<file path="config.mk">
export PLATFORM = sky130hd
export DESIGN_NAME = serial_adder
export DESIGN_NICKNAME = d
export VERILOG_FILES = /design/src/rtl/serial_adder_pkg.sv /design/src/rtl/serial_adder_full_add.sv /design/src/rtl/serial_adder.sv
export SDC_FILE = /design/constraint.sdc
export NUM_CORES = 1
export LEC_CHECK = 0
export BUFFER_PORTS_ARGS = -buffer_cell sky130_fd_sc_hd__buf_2
export CORE_MARGIN = 1
export CORE_UTILIZATION = 45
export CTS_CLUSTER_DIAMETER = 150
export DETAILED_ROUTE_END_ITERATION = 10
export PLACE_DENSITY_LB_ADDON = 0.15
export SYNTH_ARGS = -nofsm -noshare
export SYNTH_HDL_FRONTEND = slang
export SYNTH_HIERARCHICAL = 1
export SYNTH_SLANG_ARGS = --single-unit
</file>
<file path="constraint.sdc">
create_clock -name clk -period 1.45 [get_ports clk]
set_input_delay 0 -clock clk [delete_from_list [all_inputs] [get_ports clk]]
set_output_delay 0 -clock clk [all_outputs]
set_load 0.03 [all_outputs]
</file>
<file path="src/rtl/serial_adder_pkg.sv">
// Shared types and helpers for the bit-serial adder: FSM states, default width, counter sizing.
package serial_adder_pkg;

  typedef enum logic [1:0] {
    IDLE  = 2'd0,
    SHIFT = 2'd1,
    DONE  = 2'd2
  } state_e;

  localparam int DEFAULT_WIDTH = 8;

  function automatic int cnt_width(input int w);
    return (w > 1) ? $clog2(w) : 1;
  endfunction

endpackage

</file>
<file path="src/rtl/serial_adder_full_add.sv">
// full_add: one-bit combinational full adder cell; zero latency, no flow control.
module full_add (
  input  logic a,
  input  logic b,
  input  logic cin,
  output logic s,
  output logic cout
);

  assign s    = a ^ b ^ cin;
  assign cout = (a & b) | (cin & (a ^ b));

endmodule

</file>
<file path="src/rtl/serial_adder.sv">
// serial_adder: LSB-first A+B+Cin through a single full_add cell; Ovf port only with SERIAL_ADDER_OVF_EN.
// Latency WIDTH cycles from accepted start to valid; result held until ack, start ignored while busy.
module serial_adder
  import serial_adder_pkg::*;
#(
  parameter int WIDTH = DEFAULT_WIDTH
) (
  input  logic             clk,
  input  logic             rst,
  input  logic             start,
  output logic             ready,
  input  logic [WIDTH-1:0] A,
  input  logic [WIDTH-1:0] B,
  input  logic             Cin,
  output logic [WIDTH-1:0] Sum,
  output logic             Cout,
  output logic             valid,
  input  logic             ack
`ifdef SERIAL_ADDER_OVF_EN
  ,
  output logic             Ovf
`endif
);

  localparam int CW = cnt_width(WIDTH);
  localparam logic [CW-1:0] LAST = CW'(WIDTH - 1);

  state_e           state_q, state_d;
  logic [WIDTH-1:0] a_q, a_d;
  logic [WIDTH-1:0] b_q, b_d;
  logic [WIDTH-2:0] acc_q, acc_d;
  logic [WIDTH-1:0] sum_q, sum_d;
  logic             carry_q, carry_d;
  logic             cout_q, cout_d;
  logic [CW-1:0]    cnt_q, cnt_d;
  logic [WIDTH-1:0] shift_w;
  logic             fa_s;
  logic             fa_c;
`ifdef SERIAL_ADDER_OVF_EN
  logic             ovf_q, ovf_d;
`endif

  full_add u_full_add (
    .a    (a_q[0]),
    .b    (b_q[0]),
    .cin  (carry_q),
    .s    (fa_s),
    .cout (fa_c)
  );

  // The newest sum bit lands in the MSB; the accumulator only needs the lower WIDTH-1 bits.
  assign shift_w = {fa_s, acc_q};

  always_comb begin
    state_d = state_q;
    a_d     = a_q;
    b_d     = b_q;
    acc_d   = acc_q;
    sum_d   = sum_q;
    carry_d = carry_q;
    cout_d  = cout_q;
    cnt_d   = cnt_q;
`ifdef SERIAL_ADDER_OVF_EN
    ovf_d   = ovf_q;
`endif
    case (state_q)
      IDLE: begin
        if (start) begin
          a_d     = A;
          b_d     = B;
          carry_d = Cin;
          cnt_d   = '0;
          state_d = SHIFT;
        end
      end
      SHIFT: begin
        acc_d   = shift_w[WIDTH-1:1];
        a_d     = a_q >> 1;
        b_d     = b_q >> 1;
        carry_d = fa_c;
        cnt_d   = cnt_q + 1'b1;
        if (cnt_q == LAST) begin
          sum_d   = shift_w;
          cout_d  = fa_c;
`ifdef SERIAL_ADDER_OVF_EN
          ovf_d   = carry_q ^ fa_c;
`endif
          state_d = DONE;
        end
      end
      DONE: begin
        if (ack) begin
          state_d = IDLE;
        end
      end
      default: state_d = IDLE;
    endcase
  end

  always_ff @(posedge clk or posedge rst) begin
    if (rst) begin
      state_q <= IDLE;
      a_q     <= '0;
      b_q     <= '0;
      acc_q   <= '0;
      sum_q   <= '0;
      carry_q <= 1'b0;
      cout_q  <= 1'b0;
      cnt_q   <= '0;
`ifdef SERIAL_ADDER_OVF_EN
      ovf_q   <= 1'b0;
`endif
    end else begin
      state_q <= state_d;
      a_q     <= a_d;
      b_q     <= b_d;
      acc_q   <= acc_d;
      sum_q   <= sum_d;
      carry_q <= carry_d;
      cout_q  <= cout_d;
      cnt_q   <= cnt_d;
`ifdef SERIAL_ADDER_OVF_EN
      ovf_q   <= ovf_d;
`endif
    end
  end

  assign ready = (state_q == IDLE);
  assign valid = (state_q == DONE);
  assign Sum   = sum_q;
  assign Cout  = cout_q;
`ifdef SERIAL_ADDER_OVF_EN
  assign Ovf   = ovf_q;
`endif

endmodule

</file>
# After elaboration in Yosys (flattened, before gate mapping)
# Cells that the tools add are included.
totals:
  ff_bits: 38
op_classes:
  mux: 12
  eq_ne: 6
  n_reduce_logical: 5
  add_sub_neg: 1
  bitwise_logic: 5
ops:
  columns: ["op", "count"]
  rows:
  - ["$pmux 8 s2", 2]
  - ["$mux 8", 2]
  - ["$mux 2", 3]
  - ["$pmux 2 s3", 1]
  - ["$pmux 3 s2", 1]
  - ["$ne 2x2->1 const B", 2]
  - ["$reduce_and 2->1", 2]
  - ["$add 3x1->3 const B", 1]
  - ["$eq 3x3->1 const B", 1]
  - ["$mux 3", 1]
  - ["$reduce_and 3->1", 1]
  - ["$and 1x1->1", 2]
  - ["$eq 2x1->1 const B", 1]
  - ["$eq 2x2->1 const B", 1]
  - ["$logic_not 2->1", 1]
  - ["$ne 2x1->1 const B", 1]
  - ["$pmux 1 s2", 1]
  - ["$reduce_bool 2->1", 1]
  - ["$xor 1x1->1", 2]
  - ["$mux 1", 1]
  - ["$or 1x1->1", 1]

# Longest topological paths before layout
# Gate-level depths: netlist (run 1).
logic_depth:
  ltp_word: 4
  ltp_mapped: 5
  depth_no_buf: 5

# Cells and area by module
# Netlist (run 1), hierarchy kept.
modules_own_cells:
  columns: ["module", "instances", "area_per_inst_um2", "cells_each", "seq_area_each_um2"]
  rows:
  - ["serial_adder", 1, 1647.8, 160, 950.9]
  - ["full_add", 1, 20.0, 1, 0.0]

# Worst setup path before layout (run 1)
# Ideal clock, no wire load.
synth_path:
  path_kind: "reg-to-reg"
  from: "register state_q[0]"
  to: "register a_q[6]"
  required_time_ps: 1327
  path_slack_ps: 36
  arrival_ps: 1291
  path_stages_with_launch: 5
  synth_period_minus_slack_ps: 1414
  path_cell_list: "dfrtp_1 -> buf_2 -> nor2_1 -> nand3b_1 -> o221a_2"
synth_between:
  elab_chain_cells: 3
  word_cells_on_any_way: 6
  cone_classes: "2 x eq/ne; 1 x mux; 3 x reduce/logical"
synth_rtl:
  columns: ["item", "line_no", "text"]
  rows:
  - ["from (decl)", "serial_adder.sv:28", "state_e state_q, state_d;"]
  - ["from (signal assigned)", "serial_adder.sv:114", "state_q <= state_d;"]
  - ["$logic_not 2->1 (*)", null, null]
  - ["via ready", "serial_adder.sv:11", "output logic ready,"]
  - ["$ne 2x2->1 (no line) or $reduce_bool 2->1 (tied branches)", null, null]
  - ["$reduce_and 2->1 (no line)", null, null]
  - ["to (signal assigned)", "serial_adder.sv:103", "a_q <= '0;"]
  - ["to (signal assigned)", "serial_adder.sv:115", "a_q <= a_d;"]
  - ["to (decl)", "serial_adder.sv:29", "logic [WIDTH-1:0] a_q, a_d;"]
# The timed path passes the listed nets; every way through them passes the cells marked *.
# A chain may end at the register's enable or synchronous reset.

# Worst setup path after layout (run 1)
layout_path:
  from: "register cnt_q[0]"
  to: "register sum_q[4] (netlist: Sum[4])"
layout_between:
  elab_chain_cells: 2
layout_rtl:
  columns: ["item", "line_no", "text"]
  rows:
  - ["from (decl)", "serial_adder.sv:35", "logic [CW-1:0] cnt_q, cnt_d;"]
  - ["from (signal assigned)", "serial_adder.sv:121", "cnt_q <= cnt_d;"]
  - ["$eq 3x3->1", "serial_adder.sv:82", "if (cnt_q == LAST) begin"]
  - ["$reduce_and 2->1 (no line)", null, null]
  - ["to (signal assigned)", "serial_adder.sv:118", "sum_q <= sum_d;"]
  - ["to (decl)", "serial_adder.sv:32", "logic [WIDTH-1:0] sum_q, sum_d;"]
# Every way passes these cells.

==> qor.csv, run 1 <==
metric,value,unit
cts.clk_slew.worst_paths,0.07,ns
dr.pass1.iters,4,
start_kind,flop,
worstHoldStart,B[1],
crit_start,cnt_q[0],
dp_slack,-0.01033,ns
finalSetupTns,0,ns
tritoncts,done,
cp-end-kind,flop,
drt_iter0_drc,38,
numCtsBuffers,5,
io_buffers,31,
synth.distinct_cells,26,
vias,1306,
wire_per_inst,13.75,um
final-hold-violation-count,0,
clkLatencyLatePin,0.28,ns
worstMarginPinSlew,0.4787,ns
post_dp_cell_area,1883,um^2
core-area,3442,um^2
status,completed,
finalCritPeriodShare,94.86,%
leakage,0.9738,nW
wirelength,3.411,mm
regToRegStartpoint,cnt_q[0],
routed_via_density,5.266,
fin_util,59.32,%
maxCapViolCount,0,
max_freq,727.0,MHz
synth_seq_cells,38,
grtUsageTotal,20.40,%
slew_headroom,68.08,%
antenna_found_initial,0,
finalWorstSetupSlack,0.07447,ns
rows,21,
netlist.top_cell.by_area,dfrtp_1,
synth_cells,161,
drv_slew,0,
syn_nets,185,
io_pins,32,
powerDensity,2138,nW/um^2
root_buffer,clkbuf_8,
ir_drop,0.8173,mV
synth_area_leaders,"dfrtp_1 57%, nor3_1 8.1%, mux2_2 6.1%",
period_minus_slack,1.376,ns
setup_viol,0,
h-tree-depth,2,
area_delta_synth_final,22.43,%
cp_max_fo,5,
fill_cells,315,
grt_max_degree,39,
postRouteAntennaNets,0,
netlist.area_leader.share,57.01,%
die_w,62.88,um
avgSynthCellArea,10.36,um^2
fin_worst_skew,0.004086,ns
cts.sinks,38,
arrival,1.55,ns
final_area,2042,um^2
ys_seq_area_share,57.01,%
start_util,48.46,%
required,1.62,ns
dieArea,3954,um^2
dieHeight,62.88,um
hpwlAfterDp,2.345,mm
clock_path_buffers,2,
routabilityCongestion,0.6975,
antenna_cells,0,
hold_class,primary input to flop,
nets,227,
grt_pass1_wl,6.230,mm
rsz0062_at_grt,false,
layout-drive-gt1-share,31.19,%
yosys_warnings,6,
syn_area,1668,um^2
worst-setup-path-type,flop to flop,
grt_pass1_vias,1362,
grt_overflow,0,
drcViolationCount,0,
[logic make-up after synthesis]
| kind of cell | count (synthesis) | share of synthesized area, % |
|---|---|---|
| adder cells (fa/ha/maj) | 3 | 2.700 |
| multiplexers | 9 | 6.077 |
| flip-flops | 38 | 57.01 |
| buffers and inverters | 13 | 4.126 |
| AO/OA/AOI/OAI | 24 | 9.452 |
| AND/OR/NAND/NOR | 74 | 20.63 |
[layout make-up]
type                    instances  area [um^2]  area share [%]
clock buffers                   6        82.58           4.044
inverters                       3        11.26          0.5515
multi-input cells             111        676.9           33.15
flip-flops and latches         38        950.9           46.57
well taps                      46        57.56           2.819
repair buffers                 44        262.8           12.87
[power breakdown]
group | leakage [nW] | switching (mW) | internal, mW | total, mW
sequential | 0.460 | 0.294 | 1.54 | 1.84
combinational | 0.471 | 1.06 | 0.770 | 1.83
clock | 0.0431 | 0.336 | 0.366 | 0.702
[per-stage QoR]
step           instances  hold WS (ns)  power (mW)
2_1_floorplan        161       0.08627       3.148
3_3_place_gp         236        0.1274       3.546
3_5_place_dp         236        0.1415       3.639
4_1_cts              248       0.01269       4.375
5_1_grt              248       0.01654       4.731
6_report             248       0.01482       4.366
[worst max-delay path, cell delays in order, from the launching register on]
cell	delay, ns
dfrtp_1	0.40
ha_1	0.23
ha_4	0.19
nand2_4	0.10
mux2_2	0.34
[layout by cell type, fill, tap and decap left out, drive strengths merged, types with 2 or more instances in the layout]
master       Yosys  final
a21oi            5      5
nor2            14     14
nor2b            3      3
dfrtp           38     38
mux2             9      9
nand3b           2      2
buf              9     40
nor3            27     27
o21ai            6      6
o221a            2      2
dlygate4sd3      0      4
inv              3      3
o22ai            6      6
nand2           25     26
clkbuf           1      6
ha               2      2
nand2b           2      2
a22o             2      2
[per-layer routing]
layer / part of all wire (%) / global-route usage, %
met5: 0 / 0
met4: 1.3 / 7.558
met3: 3.9 / 6.752
met2: 51 / 33.20
met1: 44 / 24.97
[final timing paths]
check | endpoint | cells past startpoint | slack, ns
worst max-delay path | Sum[4] | 4 | 0.07
worst min-delay path | b_q[1] | 3 | 0.01
worst max register to register | Sum[4] | 4 | 0.07
worst min register to register | acc_q[3] | 2 | 0.49
max in group asynchronous | Sum[5] | 4 | 0.75
min in group asynchronous | Sum[1] | 4 | 0.37
[timing repair]
action | CTS | global route
buffers inserted | 1 | 0
hold buffers | 4 | 0
setup endpoints to repair | 9 | 10
gates resized for setup | 1 | 4
endpoints found under the hold margin | 41 | 0
gates cloned | 1 | 0
[synthesized netlist by cell type]
cell	instances
nand2b_1	2
o21ai_1	1
o21bai_1	1
mux2_2	9
o221a_2	2
nand2_4	1
ha_1	2
dfrtp_1	38
nor2_1	14
nor2b_1	3
nor3_1	27
o21ai_0	5
or3b_1	1
nand3b_1	2
clkbuf_1	1
o21ba_2	1
buf_4	1
a22o_1	2
buf_2	7
inv_1	3
o31ai_1	1
fa_1	1
a21oi_1	5
nand2_1	24
o22ai_1	6
buf_6	1
[registers in the layout, indices dropped and copies added (netlist names)]
name     cells
Sum          8
a_q          8
b_q          8
acc_q        7
cnt_q        3
state_q      2
Cout         1
carry_q      1
(Power assumes the default switching activity.)
==> run 2: changes to the inputs <==
--- a/config.mk
+++ b/config.mk
@@ -6,8 +6,10 @@
 export NUM_CORES = 1
 export LEC_CHECK = 0
 export BUFFER_PORTS_ARGS = -buffer_cell sky130_fd_sc_hd__buf_2
-export CORE_MARGIN = 1
-export CORE_UTILIZATION = 45
+export CELL_PAD_IN_SITES_DETAIL_PLACEMENT = 0
+export CELL_PAD_IN_SITES_GLOBAL_PLACEMENT = 1
+export CORE_MARGIN = 5
+export CORE_UTILIZATION = 41
 export CTS_CLUSTER_DIAMETER = 150
 export DETAILED_ROUTE_END_ITERATION = 10
 export PLACE_DENSITY_LB_ADDON = 0.15
==> qor.csv, run 2 (synthesis results as in run 1) <==
metric,value,unit
final-hold-violation-count,0,
path_buf_inv,0,
slew_headroom,68.67,%
crit_end,Sum[1],
leakage,0.9930,nW
grt_overflow,0,
max_stage_delay,0.40,ns
status,completed,
dieHeight,73.78,um
routabilityCongestion,0.7661,
io_buffers,31,
ff2ff_path_depth,4,
io_pins,32,
h-tree-depth,2,
grt_pass1_vias,1319,
routed_via_density,5.185,
area_delta_synth_final,25.66,%
antenna_cells,0,
cts.clk_slew.worst_paths,0.08,ns
postRouteAntennaNets,0,
vias,1317,
layout-drive-gt1-share,31.86,%
critPathTopFamily,adder cells,
fin_worst_skew,0.006495,ns
crit_cells,4,
start_util,42.00,%
maxCapViolCount,0,
period_minus_slack,1.406,ns
dieArea,5443,um^2
max_freq,711.0,MHz
crit_start,cnt_q[0],
root_buffer,clkbuf_8,
wire_per_inst,14.49,um
nets,227,
finalSetupTns,0,ns
regToRegSetupSlack,0.04,ns
dr.pass1.iters,4,
cp-end-kind,flop,
rows,23,
final_cell_mix,"37 x dfrtp_1, 31 x buf_2, 27 x nor3_1",
instances_no_fill,254,
arrival,1.58,ns
rsz0062_at_grt,false,
hold_class,primary input to flop,
grt_pass1_wl,6.182,mm
drcViolationCount,0,
finalCritPeriodShare,97.00,%
clkLatencyLatePin,0.29,ns
cts.sinks,38,
finalPower,4.753,mW
setup_viol,0,
numCtsBuffers,5,
ir_drop,0.7439,mV
antenna_found_initial,0,
grtUsageTotal,15.17,%
worstMarginPinSlew,0.4700,ns
drt_iter0_drc,60,
drv_slew,0,
required,1.63,ns
cp_max_fo,5,
fill_cells,365,
cp_slowest_cell,dfrtp_1,
final_common_cell,dfrtp_1,
path_cells,ha_1 > ha_2 > nand2_2 > mux2_2,
powerDensity,2268,nW/um^2
r2r_end,Sum[1],
die_w,73.78,um
regToRegStartpoint,cnt_q[0],
worst-setup-path-type,flop to flop,
start_kind,flop,
wirelength,3.680,mm
tritoncts,done,
clock_path_buffers,2,
grt_max_degree,39,
hpwlAfterDp,2.576,mm
core-area,3971,um^2
place.detailed.instances,239,
==> run 2: routing by layer <==
metal,routed length (um),vias to the layer above,track usage [%]
li1,-,639,-
met1,1681,639,19.45
met2,1738,34,23.82
met3,201,5,4.651
met4,59,0,6.036
met5,0,-,0
==> run 2: through the flow <==
stage | util (%) | hold WS, ns | setup WS, ns | cell area, um^2
2_1_floorplan | - | 0.08627 | 0.03626 | 1668
3_3_place_gp | 47.35 | 0.1300 | 0.04209 | 1881
3_5_place_dp | 47.35 | 0.1374 | 0.006250 | 1881
4_1_cts | 52.62 | 0.01128 | 0.04485 | 2090
5_1_grt | 52.77 | 0.02773 | 0.02226 | 2096
6_report | 52.77 | 0.01557 | 0.04357 | 2096
==> run 2: worst min path at each step <==
stage | cells after the start | slack [ns] | startpoint | end
floorplan | 1 | 0.09 | ack | state_q[1]
detailed placement | 3 | 0.14 | rst | acc_q[6]
finish | 3 | 0.02 | B[3] | b_q[3]
global placement | 3 | 0.13 | rst | a_q[1]
global route | 3 | 0.03 | A[3] | a_q[3]
CTS | 3 | 0.01 | A[2] | a_q[2]
==> run 2: worst reg2reg max path: stages (launching register included) <==
cell and delay, ns:
dfrtp_1 0.40, ha_1 0.21, ha_2 0.21, nand2_2 0.13
mux2_2 0.35
==> run 2: layout make-up <==
type	instances	area (um^2)	area share (%)
multi-input combinational	111	661.9	31.58
clock inverter	2	60.06	2.866
timing repair buffer	44	265.3	12.66
clock buffer	6	82.58	3.940
inverter	3	11.26	0.5373
tap	50	62.56	2.985
sequential	38	952.2	45.43
==> run 2: where the power goes <==
group,total (mW),internal (mW),switching (mW),leakage (nW)
logic,1.80,0.739,1.06,0.464
clock network,1.11,0.734,0.377,0.0714
registers,1.85,1.54,0.302,0.458
total,4.75,3.02,1.74,0.993
==> run 2: what timing repair did <==
| action | in CTS | in global routing |
|---|---|---|
| endpoints found under the setup margin | 2 | 3 |
| gates cloned | 1 | 0 |
| buffers inserted | 1 | 0 |
| hold buffers | 5 | 0 |
| hold endpoints to repair | 42 | 0 |
| gates resized for setup | 1 | 3 |
